File: src/rtl/poker_types_pkg.sv
// Shared poker types: card encoding, betting-round stage and dealer FSM states.
// Street helpers map the current stage to the next one and its first board slot.
package poker_types;

    typedef logic [5:0] card_t;

    typedef enum logic [2:0] {IDLE, PREFLOP, FLOP, TURN, RIVER} stage_t;

    typedef enum logic [2:0] {
        S_IDLE, S_SHUF, S_WAIT_LO, S_WAIT_HI, S_DRAW, S_GAP, S_HOLD
    } dstate_t;

    localparam int BOARD_CARDS = 5;
    localparam int FLOP_CARDS  = 3;
    localparam int HOLE_CARDS  = 2;
    localparam int CNT_W       = 6;

    function automatic stage_t next_street(input stage_t s);
        case (s)
            PREFLOP: next_street = FLOP;
            FLOP:    next_street = TURN;
            default: next_street = RIVER;
        endcase
    endfunction

    function automatic logic [2:0] street_base(input stage_t s);
        case (s)
            PREFLOP: street_base = 3'd0;
            FLOP:    street_base = 3'd3;
            default: street_base = 3'd4;
        endcase
    endfunction

endpackage

File: src/rtl/card_dealer_draw_engine.sv
// Pulls 'count' cards from the deck, one draw every two cycles (DRAW then GAP).
// Latency: card strobe on each draw edge, done strobe during the final GAP cycle.
// Backpressure: holds in DRAW with draw_card low while deck_ready is low.
module draw_engine
    import poker_types::*;
(
    input  logic             clk,
    input  logic             reset,
    input  logic             start,
    input  logic [CNT_W-1:0] count,
    input  logic             deck_ready,
    input  card_t            top_card,
    output logic             draw_card,
    output logic             card_valid,
    output card_t            card,
    output logic [CNT_W-1:0] index,
    output logic             done
);

    localparam logic [CNT_W-1:0] ONE = CNT_W'(1);

    dstate_t          state, state_nxt;
    logic [CNT_W-1:0] idx, cnt;

    always_ff @(posedge clk or posedge reset) begin
        if (reset) begin
            state <= S_IDLE;
            idx   <= '0;
            cnt   <= '0;
        end else begin
            state <= state_nxt;
            if (state == S_IDLE && start) begin
                idx <= '0;
                cnt <= count;
            end else if (state == S_GAP && !done) begin
                idx <= idx + ONE;
            end
        end
    end

    always_comb begin
        state_nxt  = state;
        draw_card  = 1'b0;
        card_valid = 1'b0;
        done       = 1'b0;
        case (state)
            S_IDLE: if (start) state_nxt = S_DRAW;
            S_DRAW: begin
                if (deck_ready) begin
                    draw_card  = 1'b1;
                    card_valid = 1'b1;
                    state_nxt  = S_GAP;
                end
            end
            S_GAP: begin
                // GAP gives the deck a cycle to present the next top card
                if (idx + ONE == cnt) begin
                    done      = 1'b1;
                    state_nxt = S_IDLE;
                end else begin
                    state_nxt = S_DRAW;
                end
            end
            default: state_nxt = S_IDLE;
        endcase
    end

    assign card  = top_card;
    assign index = idx;

endmodule

File: src/rtl/card_dealer.sv
// Texas Hold'em dealer: shuffles, deals hole cards round-robin after the button, then burn+board streets.
// Latency: start_shuffle the cycle after new_hand; two cycles per card; deal_done the cycle after the last GAP.
// Backpressure: waits on deck_ready after shuffle and stalls draws while the deck is not ready.
module card_dealer
    import poker_types::*;
#(
    parameter int NUM_PLAYERS = 4,
    parameter int BURN_EN     = 1
) (
    input  logic                                     clk,
    input  logic                                     reset,
    input  logic                                     new_hand,
    input  logic                                     advance,
    input  logic [$clog2(NUM_PLAYERS)-1:0]           dealer_pos,
    input  logic                                     deck_ready,
    input  card_t                                    top_card,
    output logic                                     start_shuffle,
    output logic                                     draw_card,
    output card_t [NUM_PLAYERS-1:0][HOLE_CARDS-1:0]  hole_cards,
    output logic                                     hole_valid,
    output card_t [BOARD_CARDS-1:0]                  board,
    output logic [BOARD_CARDS-1:0]                   board_valid,
    output stage_t                                   stage,
    output logic                                     busy,
    output logic                                     deal_done
);

    localparam int SW = $clog2(NUM_PLAYERS);
    localparam logic [SW-1:0]    LAST_SEAT  = SW'(NUM_PLAYERS - 1);
    localparam logic [CNT_W-1:0] NP_CNT     = CNT_W'(NUM_PLAYERS);
    localparam logic [CNT_W-1:0] CNT_HOLE   = CNT_W'(HOLE_CARDS * NUM_PLAYERS);
    localparam logic [CNT_W-1:0] CNT_FLOP   = CNT_W'(FLOP_CARDS + BURN_EN);
    localparam logic [CNT_W-1:0] CNT_STREET = CNT_W'(1 + BURN_EN);
    localparam logic [2:0]       BURN_OFS   = 3'(BURN_EN);

    if (NUM_PLAYERS < 2 || NUM_PLAYERS > 10) begin : g_np_range
        $error("card_dealer: NUM_PLAYERS must be in 2..10");
    end
    if (BURN_EN < 0 || BURN_EN > 1) begin : g_burn_range
        $error("card_dealer: BURN_EN must be 0 or 1");
    end
    if (HOLE_CARDS * NUM_PLAYERS + BOARD_CARDS + 3 * BURN_EN > 52) begin : g_budget
        $error("card_dealer: hand needs more than 52 cards");
    end

    dstate_t          state, state_nxt;
    logic [SW-1:0]    seat, first_seat;
    logic             nh_ok, adv_ok;
    logic             eng_start, eng_done, card_valid;
    logic [CNT_W-1:0] eng_count, eng_index;
    card_t            eng_card;
    logic             hole_slot, is_burn;
    logic [2:0]       board_slot;

    draw_engine u_draw (
        .clk        (clk),
        .reset      (reset),
        .start      (eng_start),
        .count      (eng_count),
        .deck_ready (deck_ready),
        .top_card   (top_card),
        .draw_card  (draw_card),
        .card_valid (card_valid),
        .card       (eng_card),
        .index      (eng_index),
        .done       (eng_done)
    );

    // HOLD is the done cycle; it already accepts the next command
    assign busy          = !(state == S_IDLE || state == S_HOLD);
    assign start_shuffle = (state == S_SHUF);
    assign deal_done     = (state == S_HOLD);
    assign nh_ok         = new_hand && !busy;
    assign adv_ok        = advance && !busy && !new_hand && (stage inside {PREFLOP, FLOP, TURN});

    assign first_seat = (dealer_pos >= LAST_SEAT) ? '0 : dealer_pos + SW'(1);
    assign hole_slot  = (eng_index >= NP_CNT);
    assign is_burn    = (BURN_EN != 0) && (eng_index == '0);
    assign board_slot = street_base(stage) + eng_index[2:0] - BURN_OFS;

    always_comb begin
        state_nxt = state;
        eng_start = 1'b0;
        eng_count = CNT_HOLE;
        case (state)
            S_IDLE, S_HOLD: begin
                state_nxt = S_IDLE;
                if (nh_ok) begin
                    state_nxt = S_SHUF;
                end else if (adv_ok) begin
                    state_nxt = S_DRAW;
                    eng_start = 1'b1;
                    eng_count = (stage == PREFLOP) ? CNT_FLOP : CNT_STREET;
                end
            end
            S_SHUF:    state_nxt = S_WAIT_LO;
            S_WAIT_LO: if (!deck_ready) state_nxt = S_WAIT_HI;
            S_WAIT_HI: begin
                if (deck_ready) begin
                    state_nxt = S_DRAW;
                    eng_start = 1'b1;
                end
            end
            S_DRAW:    if (eng_done) state_nxt = S_HOLD;
            default:   state_nxt = S_IDLE;
        endcase
    end

    // stage stays IDLE for the whole hole deal, which is how card routing tells hole from board
    always_ff @(posedge clk or posedge reset) begin
        if (reset) begin
            state       <= S_IDLE;
            seat        <= '0;
            stage       <= IDLE;
            hole_cards  <= '0;
            hole_valid  <= 1'b0;
            board       <= '0;
            board_valid <= '0;
        end else begin
            state <= state_nxt;
            if (nh_ok) begin
                stage       <= IDLE;
                hole_valid  <= 1'b0;
                board_valid <= '0;
                seat        <= first_seat;
            end
            if (card_valid) begin
                if (stage == IDLE) begin
                    hole_cards[seat][hole_slot] <= eng_card;
                    seat <= (seat == LAST_SEAT) ? '0 : seat + SW'(1);
                end else if (!is_burn) begin
                    board[board_slot]       <= eng_card;
                    board_valid[board_slot] <= 1'b1;
                end
            end
            if (state == S_DRAW && eng_done) begin
                if (stage == IDLE) begin
                    stage      <= PREFLOP;
                    hole_valid <= 1'b1;
                end else begin
                    stage <= next_street(stage);
                end
            end
        end
    end

endmodule

File: config.mk
export PLATFORM = sky130hd
export DESIGN_NAME = card_dealer
export DESIGN_NICKNAME = d
export VERILOG_FILES = /design/src/rtl/poker_types_pkg.sv /design/src/rtl/card_dealer_draw_engine.sv /design/src/rtl/card_dealer.sv
export SDC_FILE = /design/constraint.sdc
export NUM_CORES = 1
export LEC_CHECK = 0
export ABC_AREA = 0
export CELL_PAD_IN_SITES_DETAIL_PLACEMENT = 0
export CELL_PAD_IN_SITES_GLOBAL_PLACEMENT = 2
export CORE_MARGIN = 1
export CORE_UTILIZATION = 33
export CTS_BUF_LIST = sky130_fd_sc_hd__clkbuf_16
export CTS_CLUSTER_DIAMETER = 30
export DETAILED_ROUTE_END_ITERATION = 10
export PLACE_DENSITY_LB_ADDON = 0.12
export SYNTH_ARGS = -nofsm -noshare
export SYNTH_HDL_FRONTEND = slang
export SYNTH_SLANG_ARGS = --single-unit
File: constraint.sdc
create_clock -name clk -period 4 [get_ports clk]
set_input_delay 0.6 -clock clk [delete_from_list [all_inputs] [get_ports clk]]
set_output_delay 0.6 -clock clk [all_outputs]
set_load 0.1 [all_outputs]
* Word-level counts from Yosys, hierarchy flattened
Index checks and enable logic that the tools add are counted.
Word-level totals: register bits 107, bits of input ports 13, output and inout bits 91, logic and storage cells 130
Operators by class: add/sub/neg operators 5, order comparisons 8, equal/unequal tests 17, multiplexer cells 50, bitwise logic cells 3, reductions and logical operators 26
Operator list (number):
- bitwise mux 48 bit | 1
- two-way mux 3 bit | 12
- bitwise mux 30 bit | 1
- demux 12 bit (select 2 bit) | 1
- two-way mux 6 bit | 4
- two-way mux 5 bit | 4
- demux 6 bit (select 3 bit) | 1
- case mux 3 bit (5 select lines) | 1
- equality test 3 x 2 -> 1 bit (second input constant) | 4
- equality test 3 bit (second input constant) | 4
- two-way mux 12 bit | 1
- two-way mux 4 bit | 3
- case mux 3 bit (2 select lines) | 2
- logical AND 1 bit | 10
- two-way mux 1 bit | 10
- two-way mux 2 bit | 5
- logical NOT 3 bit | 3
- case mux 3 bit (3 select lines) | 1
- inequality test 2 bit (second input constant) | 4
- adder 6 x 1 -> 6 bit (second input constant) | 1
- demux 6 bit (select 1 bit) | 1
- equality test 3 x 1 -> 1 bit (second input constant) | 2
- equality test 6 bit | 1
- greater-or-equal comparator 6 x 3 -> 1 bit (second input constant) | 1
- 24 further kinds | 31

* Longest topological paths before layout
Gate-level depths: netlist of run 1.
depth after elaboration 12, mapped depth 11, gate-level depth less buffers 10

* Modules after synthesis
From an unflattened synthesis of run 1, not the netlist that was laid out.
Second synthesis, totals: cells, all modules 365, area, all modules 4763.3 sq um
By module, submodules not included:
- card_dealer | times used 1, cells an instance 284, area each 3932.5 sq um, sequential area each 2302.2 sq um
- draw_engine | times used 1, cells an instance 81, area each 830.8 sq um, sequential area each 350.3 sq um

* Worst setup path after synthesis of run 1
Ideal clock, no wire load.
kind register to output, start register state[2], end output start_shuffle, arrival time 2.759 ns, required time 3.400 ns, setup slack 0.641 ns, cell stages (with the launch flop) 3, path buffers 1, cells stage by stage dfrtp_1 clkbuf_1 nor3b_1
On the way: longest elaborated chain between the ends 1
RTL lines:
- start, declared | RTL line card_dealer.sv:46 | dstate_t state, state_nxt;
- start signal, assigned | RTL line card_dealer.sv:120 | state <= state_nxt;
- equality test 3 x 1 -> 1 bit | RTL line card_dealer.sv:71 | assign start_shuffle = (state == S_SHUF);
- end, declared | RTL line card_dealer.sv:17 | output logic start_shuffle,
No other way between the ends.

* Final worst setup path of run 1
start register state[2], end output busy
On the way: longest elaborated chain between the ends 3, elaborated cells on any way between the ends 4, classes of those cells eq/ne (1); reduce/logical (3)
RTL lines:
- equality test 3 bit / logical NOT 3 bit (equally long branches) | RTL line card_dealer.sv:70 | assign busy = !(state == S_IDLE || state == S_HOLD);
- logical OR 1 bit (*) | RTL line card_dealer.sv:70
- logical NOT 1 bit (*) | RTL line card_dealer.sv:70
- end, declared | RTL line card_dealer.sv:24 | output logic busy,
Mark *: on every way between the ends. The rest lies on a longest branch, timed or not.

==> results of run 1 <==
[critical path, delay by kind of cell (launching register included)]
kind	cells	cell delay, ps
xor+xnor	1	230
buf+inv	1	1120
flops	1	490
simple gates	1	150
[final cells by class]
cell class | count | area share [%]
clock buffers | 9 | 3.79
repair buffers | 105 | 17.8
inverters | 11 | 0.738
clock inverters | 6 | 0.653
multi-input cells | 212 | 29.9
flip-flops and latches | 103 | 43.4
well taps | 176 | 3.71
[kinds of logic (layout without fill, tap and decap cells)]
| kind of cell | count (synthesis) | in the layout | share of synthesized area, % |
|---|---|---|---|
| flip-flops | 103 | 103 | 57.9 |
| multiplexers | 88 | 88 | 22.1 |
| AND/OR/NAND/NOR | 78 | 78 | 9.22 |
| AO/OA/AOI/OAI | 27 | 27 | 3.94 |
| buffers and inverters | 26 | 131 | 2.25 |
| adder cells (fa/ha/maj) | 10 | 10 | 2.81 |
| XOR/XNOR | 9 | 9 | 1.77 |
[synthesized netlist by cell type (2+ instances only)]
cell and count:
dfrtp_1 103, mux2_2 79, nand2_1 31, clkbuf_1 13, nor2_1 13, inv_1 11
ha_1 10, mux2i_1 8, o21ai_0 7, a21oi_1 6, nor3_1 6, xor2_1 6
and3_1 4, a21o_1 3, nand2b_1 3, xnor2_1 3, a22o_1 2, and3b_1 2
buf_2 2, nand3_1 2, nand3b_1 2, nor4_1 2, o2111ai_1 2, or2_2 2
[worst paths after layout]
kind                           startpoint        endpoint  cells past startpoint
max                              state[2]            busy                      3
min                        board_valid[0]  board_valid[0]                      2
max reg2reg                      stage[0]       board[11]                     10
min reg2reg                board_valid[0]  board_valid[0]                      2
max in group asynchronous           reset  hole_cards[32]                      3
min in group asynchronous           reset        board[5]                      3
[layout by cell type, fill, tap and decap left out, types with 3 or more instances in the layout]
cell | synthesis | routed
dfrtp_1 | 103 | 103
clkdlybuf4s50_1 | 0 | 102
mux2_2 | 79 | 79
nand2_1 | 31 | 31
nor2_1 | 13 | 13
inv_1 | 11 | 12
ha_1 | 10 | 10
clkbuf_16 | 0 | 9
mux2i_1 | 8 | 8
o21ai_0 | 7 | 7
nor3_1 | 6 | 6
xor2_1 | 6 | 6
a21oi_1 | 6 | 6
and3_1 | 4 | 4
xnor2_1 | 3 | 3
nand2b_1 | 3 | 3
a21o_1 | 3 | 3
[metrics by stage]
stage / instances / area, um^2 / utilization [%] / worst slack, ps / hold WS (ps)
2_1_floorplan: 341 / 4450 / - / 641 / 485
3_3_place_gp: 607 / 5670 / 43.0 / 1210 / 481
3_5_place_dp: 607 / 5670 / 43.0 / 1120 / 471
4_1_cts: 622 / 5940 / 45.0 / 1030 / 486
5_1_grt: 622 / 5940 / 45.0 / 845 / 495
6_report: 622 / 5940 / 45.0 / 1070 / 477
[sequential cells by signal, indices dropped and copies added, names as in the netlist]
signal and cells:
hole_cards 48, hole_valid 1, stage 3, u_draw.index 6, board 30, u_draw.state 2
state 3, seat 2, board_valid 5, u_draw.cnt 3
[routing by layer]
metal | vias to the layer above | global-route usage [%]
li1 | 1395 | -
met4 | 0 | 4.81
met3 | 10 | 6.76
met5 | - | 0
met2 | 62 | 26.1
met1 | 1471 | 20.4
==> summary.md, run 1 <==
| Metric | Value |
|---|---|
| Routed WL per cell | 17.3 um |
| Gpl congestion | 0.743 |
| Share of the synthesized area in the top cell type | 57.9% |
| Status | finished, final reports clean |
| Max cap viols | 0 |
| Least-Margin Pin Slew | 1030 ps |
| Final setup viols | 0 |
| RSZ-0062 raised after global routing | no |
| Library cells used by synthesis | 43 |
| GRT overflow | 0 |
| Num Clock Sinks | 103 |
| Top Layer Used | met4 |
| DRT Pass-1 Iters | 4 |
| R2R setup slack | 1160 ps |
| Final max-slew violation count | 0 |
| Die width | 118 um |
| Seq. cell area | 0.00258 mm^2 |
| Multi-input gate area | 0.00177 mm^2 |
| Met3 wire length | 704 um |
| Worst Path Max Fanout | 9 |
| Core area | 0.0132 mm^2 |
| Post-Syn Area | 0.00445 mm^2 |
| Nets | 465 |
| WP data required | 3400 ps |
| Post-CTS resize count | 0 |
| DIE AREA | 0.0140 mm^2 |
| IO buf count | 103 |
| Hold Path Class | register to register |
| Filler instances | 1229 |
| Top post-synthesis cells by area | dfrtp_1 58%, mux2_2 20%, ha_1 2.8% |
| First-pass GRT wire length | 17.3 mm |
| Crit path launch type | register |
| CTS buffer count | 9 |
| DRC errors left | 0 |
| I/O pin cnt | 104 |
| M1 wire length | 4.82 mm |
| # rows | 42 |
| Final Skew | 7.81 ps |
| Syn Nets | 364 |
| Seq cells post-synth | 103 |
| # diodes | 0 |
| Syn Inst Count | 341 |
| Die Height | 118 um |
| Antenna violations before repair | 0 |
| Worst path cell trace | xor2_1 > or2_2 > clkdlybuf4s50_1 |
| Gr usage total | 16.5% |
| Vias post-DR | 2938 |
| Drt total wl | 10.7 mm |
| CTS tree | done |
| Crit share post-route | 73.3% |
| Arrival @ worst endpoint | 2330 ps |
| Worst-path clk slew | 60 ps |
| Initial DRC count | 119 |
| Synth warn | 0 |
| Min Clock Period, post-route | 2930 ps |
| Syn avg cell area | 13.1 um^2 |
| Slew HR | 31.3% |
| FMAX | 0.341 GHz |
| Top_reg_cell synth | dfrtp_1 |
| Hold Buf Count CTS | 0 |
| Worst setup EP type | primary output |
| Worst setup path category | register to primary output |
| Setup bufs post-CTS | 0 |
| Largest area contributor in the netlist | dfrtp_1 |
| Slowest CP cell | clkdlybuf4s50_1 |
| Register area share after synthesis | 57.9% |
| CTS Root Cell | clkbuf_16 |
| H-tree levels | 3 |
| Fin Setup TNS | 0 ps |
| Largest net degree at the start of global routing | 104 |
| Delay of the slowest cell on the worst path | 1120 ps |
| Layout cells sized above 1 | 22.6% |
| Vias in the first global route | 3176 |
| Clock buffer depth | 2 |
| Final HPWL DP | 7.39 mm |
| Vias/cell | 4.72 |
| Clk Latency, worst-skew pair | 350 ps |
| FFs w/ async S/R, synth | 100% |
| Final hold violations | 0 |
| Area Overhead vs Synth | 33.3% |
| Met2 Wirelength | 5.11 mm |
| Starting Density | 33.8% |
| Post-route ant nets | 0 |
| Number of synthesized flops with an enable pin | 0 |
Power of run 1 is left out: the tool's default activity adds up to more than one toggle a clock period on the data nets, which glitch-free logic cannot reach.
==> inputs of run 2 (changes only) <==
Clock period 4 ns to 2.77 ns, I/O delays scaled along.
==> run 2 against run 1 <==
  * Setup slack got worse by 890 ps
  * Critical path depth increased by 8
  * Clock skew about the same
  * Sequential cell count unchanged
  * Register-to-register slack got worse by 980 ps
  * Design area decreased by 0.57%
  * Clock-buffer cell count unchanged
  * First-iteration DRC count decreased by 2.5%
  * Wire length decreased by 0.75%
  * Worst hold slack improved by 1.6 ps
  * Via count increased by 2.9%
==> summary.md, run 2 (synthesis results as in run 1) <==
| Metric | Value |
|---|---|
| Core area | 0.0132 mm^2 |
| CTS tree | done |
| Starting Density | 33.8% |
| Antenna violations before repair | 0 |
| Hold Path Class | register to register |
| Post-route ant nets | 0 |
| HP Start | board_valid[2] |
| Reg2Reg Capture Point | board[12] |
| Hold Buf Count CTS | 0 |
| Min Clock Period, post-route | 2590 ps |
| H-tree levels | 3 |
| Hold path endpoint | board_valid[2] |
| Seq. cell area | 0.00258 mm^2 |
| Worst-path clk slew | 70 ps |
| CTS buffer count | 9 |
| Die width | 118 um |
| Nets | 478 |
| Num Clock Sinks | 103 |
| Multi-input gate area | 0.00184 mm^2 |
| Arrival @ worst endpoint | 2830 ps |
| Vias/cell | 4.76 |
| IO buf count | 103 |
| Gr usage total | 16.5% |
| I/O pin cnt | 104 |
| Final HPWL DP | 7.42 mm |
| Largest net degree at the start of global routing | 104 |
| Filler instances | 1242 |
| Worst Path Max Fanout | 7 |
| Status | finished, final reports clean |
| CTS Root Cell | clkbuf_16 |
| RR Startpoint | stage[2] |
| Largest register by flop count | hole_cards |
| Worst setup path category | register to register |
| Final max-slew violation count | 0 |
| # rows | 42 |
| R2R setup slack | 180 ps |
| Vias post-DR | 3024 |
| Commonest non-fill, non-tap cell in the layout | buf_4 |
| Crit path launch type | register |
| Layout cells sized above 1 | 46.2% |
| Gpl congestion | 0.728 |
| # diodes | 0 |
| Final hold violations | 0 |
| FMAX | 0.386 GHz |
| Max cap viols | 0 |
| Final setup viols | 0 |
| Worst setup EP type | register |
| Drt total wl | 10.7 mm |
| Max reg flops | 48 |
| DRC errors left | 0 |
| Die Height | 118 um |
| DRT Pass-1 Iters | 4 |
| Clk Latency, worst-skew pair | 350 ps |
| RSZ-0062 raised after global routing | no |
| First-pass GRT wire length | 17.4 mm |
| Area Overhead vs Synth | 32.6% |
| Routed WL per cell | 16.8 um |
| DIE AREA | 0.0140 mm^2 |
| Hold Path Depth | 1 |
| Slew HR | 55.4% |
| Fin Setup TNS | 0 ps |
| Clock buffer depth | 2 |
| WP data required | 3010 ps |
| Initial DRC count | 116 |
| Least-Margin Pin Slew | 665 ps |
| Vias in the first global route | 3104 |
| Most frequent cells in the layout | 104 x buf_4, 100 x dfrtp_1, 74 x mux2_2 |
| Crit share post-route | 93.4% |
| Register-to-Register Path Depth | 11 |
| GRT overflow | 0 |
| Final Skew | 8.26 ps |
-- run 2: layout make-up --
class | instances | area share, %
repair buffers | 118 | 15.9
multi-input cells | 212 | 31.1
well taps | 176 | 3.73
clock inverters | 6 | 0.912
clock buffers | 9 | 3.82
inverters | 11 | 0.763
flip-flops and latches | 103 | 43.7
-- run 2: per-stage QoR --
stage	hold slack, ps	instances	setup WS, ps	util, %	cell area [um^2]
detailed placement	468	618	-10.5	42.5	5600
global placement	467	618	76.9	42.5	5600
floorplan	485	341	-32.1	-	4540
finish	479	635	182	44.7	5900
CTS	484	635	10.6	44.7	5900
global route	514	635	50.7	44.7	5900
-- run 2: routing by layer --
layer	track usage, %	routed length, um	vias up
met5	0	0	-
met4	4.81	121	0
met3	5.98	645	9
met2	26.7	5160	65
met1	20.7	4720	1534
li1	-	-	1416
-- run 2: timing repair --
action | 4_1_cts | 5_1_grt
pin swaps | 1 | 0
gates resized for setup | 0 | 2
buffers inserted | 2 | 0
endpoints found under the setup margin | 6 | 13
-- run 2: how the worst max path moves through the flow --
stage          startpoint        end  slack (ps)
2_1_floorplan    stage[1]  board[12]         -30
3_3_place_gp     stage[2]  board[19]          80
3_5_place_dp     stage[2]  board[20]         -10
4_1_cts          stage[2]  board[27]          10
5_1_grt          stage[2]  board[12]          50
6_report         stage[2]  board[12]         180
-- run 2: critical path: stages (launching register included) --
cell,delay (ps)
dfrtp_2,440
nor2_2,180
nand2_4,80
ha_4,260
inv_2,30
ha_4,140
xor2_1,160
xnor2_1,190
xor2_1,240
and4_1,240
buf_4,180
mux2_2,340
Power of run 2 is left out for the same reason.
==> inputs of run 3 (changes only) <==
Settings changed: CORE_ASPECT_RATIO from default to 0.5.
==> run 3 against run 2 <==
  * Utilization is 1.0 points higher
  * Clock-buffer cell count unchanged
  * Die area rose by 0.21%
  * Worst hold slack got worse by 2.1 ps
  * Global-route usage grew 0.50 points
  * Critical endpoint is now board[25]
  * Highest routed layer unchanged
==> summary.md, run 3 (synthesis results as in run 1) <==
| Metric | Value |
|---|---|
| Status | finished, final reports clean |
| Delay-heaviest family, CP | XOR/XNOR gates |
| Final setup viols | 0 |
| Largest net degree at the start of global routing | 33 |
| # rows | 29 |
| Core area | 0.0129 mm^2 |
| Die width | 166 um |
| Worst setup EP type | register |
| I/O pin cnt | 104 |
| Starting Density | 34.5% |
| Worst-path clk slew | 70 ps |
| Hold Path Class | register to register |
| Num Clock Sinks | 103 |
| Worst Path Max Fanout | 7 |
| Vias post-DR | 3043 |
| Nets | 478 |
| Slowest CP cell | dfrtp_2 |
| RSZ-0062 raised after global routing | no |
| Commonest non-fill, non-tap cell in the layout | buf_4 |
| CTS Root Cell | clkbuf_16 |
| Final Core Density | 45.8% |
| Crit share post-route | 94.5% |
| Die Height | 84.1 um |
| Clk Latency, worst-skew pair | 350 ps |
| Gpl congestion | 0.811 |
| CTS tree | done |
| H-tree levels | 3 |
| Routed WL per cell | 17.7 um |
| IO buf count | 103 |
| WP data required | 3000 ps |
| Layout cells sized above 1 | 47.4% |
| Antenna violations before repair | 0 |
| Vias/cell | 4.83 |
| GRT overflow | 0 |
| Most frequent cells in the layout | 103 x buf_4, 100 x dfrtp_1, 74 x mux2_2 |
| # diodes | 0 |
| Crit path launch type | register |
| Post-route ant nets | 0 |
| Area Overhead vs Synth | 32.8% |
| DRT Pass-1 Iters | 6 |
| Min Clock Period, post-route | 2620 ps |
| Final hold violations | 0 |
| Final max-slew violation count | 0 |
| Buffer and inverter count on the worst path | 2 |
| Fin Setup TNS | 0 ps |
| DIE AREA | 0.0140 mm^2 |
| Gr usage total | 17.0% |
| Max cap viols | 0 |
| First-pass GRT wire length | 18.3 mm |
| Worst path cell trace | nor2_2 > nand2_4 > ha_4 > inv_2 > ha_4 > xor2_1 > xnor2_1 > xor2_1 > buf_4 > nand2b_2 > mux2_2 |
| Vias in the first global route | 3310 |
| Filler instances | 1189 |
| Slew HR | 50.6% |
| Hold Buf Count CTS | 0 |
| CTS buffer count | 9 |
| Drt total wl | 11.2 mm |
| Worst setup path category | register to register |
| Max reg flops | 48 |
| Arrival @ worst endpoint | 2850 ps |
| Final Skew | 9.64 ps |
| DRC errors left | 0 |
| Worst slack, placed | 5.19 ps |
| Least-Margin Pin Slew | 738 ps |
| Initial DRC count | 137 |
| Clock buffer depth | 2 |
| FMAX | 0.382 GHz |
| Slack of the critical path | 153 ps |
| Final HPWL DP | 7.89 mm |
| Delay of the slowest cell on the worst path | 410 ps |
| Largest register by flop count | hole_cards |
-- run 3: changes by cell type in the layout (fill, tap and decap cells not counted) --
cell       previous run  this run
inv_1                11        10
bufinv_16             1         0
buf_12                2         3
clkinv_2              0         1
and3_2                0         1
and4_4                0         1
buf_4               104       103
and3_1                4         3
inv_8                 0         1
clkinv_4              0         1
clkinv_1              2         0
and4_1                1         0
inv_6                 1         3
-- run 3: worst register-to-register path, delay by kind of cell, from the launching register on --
family / cells / cell delay, ps
adder cells (fa/ha/maj): 2 / 420
XOR/XNOR: 3 / 630
buffers and inverters: 2 / 210
multiplexers: 1 / 360
AND/OR/NAND/NOR: 3 / 490
flip-flops: 1 / 410
-- run 3: worst paths after layout --
check | startpoint | to | slack [ps] | cells past startpoint
worst max-delay path | stage[2] | board[25] | 150 | 11
worst min-delay path | board_valid[0] | board_valid[0] | 480 | 2
worst max register to register | stage[2] | board[25] | 150 | 11
worst min register to register | board_valid[0] | board_valid[0] | 480 | 2
max in group asynchronous | reset | state[0] | 1600 | 3
min in group asynchronous | reset | hole_cards[46] | 490 | 2
-- run 3: repair_timing --
item / in CTS / in global routing
setup endpoints to repair: 7 / 18
resized for setup: 1 / 4
pin swaps: 1 / 0
buffers inserted: 1 / 0
-- run 3: area by class of cell --
class | count | area [um^2] | area share [%]
inverters | 11 | 45.0 | 0.762
flip-flops and latches | 103 | 2580 | 43.7
well taps | 170 | 213 | 3.60
repair buffers | 118 | 953 | 16.1
clock inverters | 7 | 55.1 | 0.931
multi-input cells | 212 | 1840 | 31.1
clock buffers | 9 | 225 | 3.81
-- run 3: layer usage --
layer	share of wire (%)	wire, um	GRT usage, %
met1	45	5020	21.3
met3	5.0	560	5.66
met5	0	0	0
met4	1.1	124	3.96
met2	49	5470	28.7
-- run 3: per-stage QoR --
step / hold slack [ps] / cell area, um^2 / std cells
finish: 476 / 5910 / 630
global route: 520 / 5910 / 630
CTS: 483 / 5900 / 630
detailed placement: 465 / 5620 / 613
global placement: 466 / 5620 / 613
floorplan: 485 / 4540 / 341
Power of run 3 is left out for the same reason.
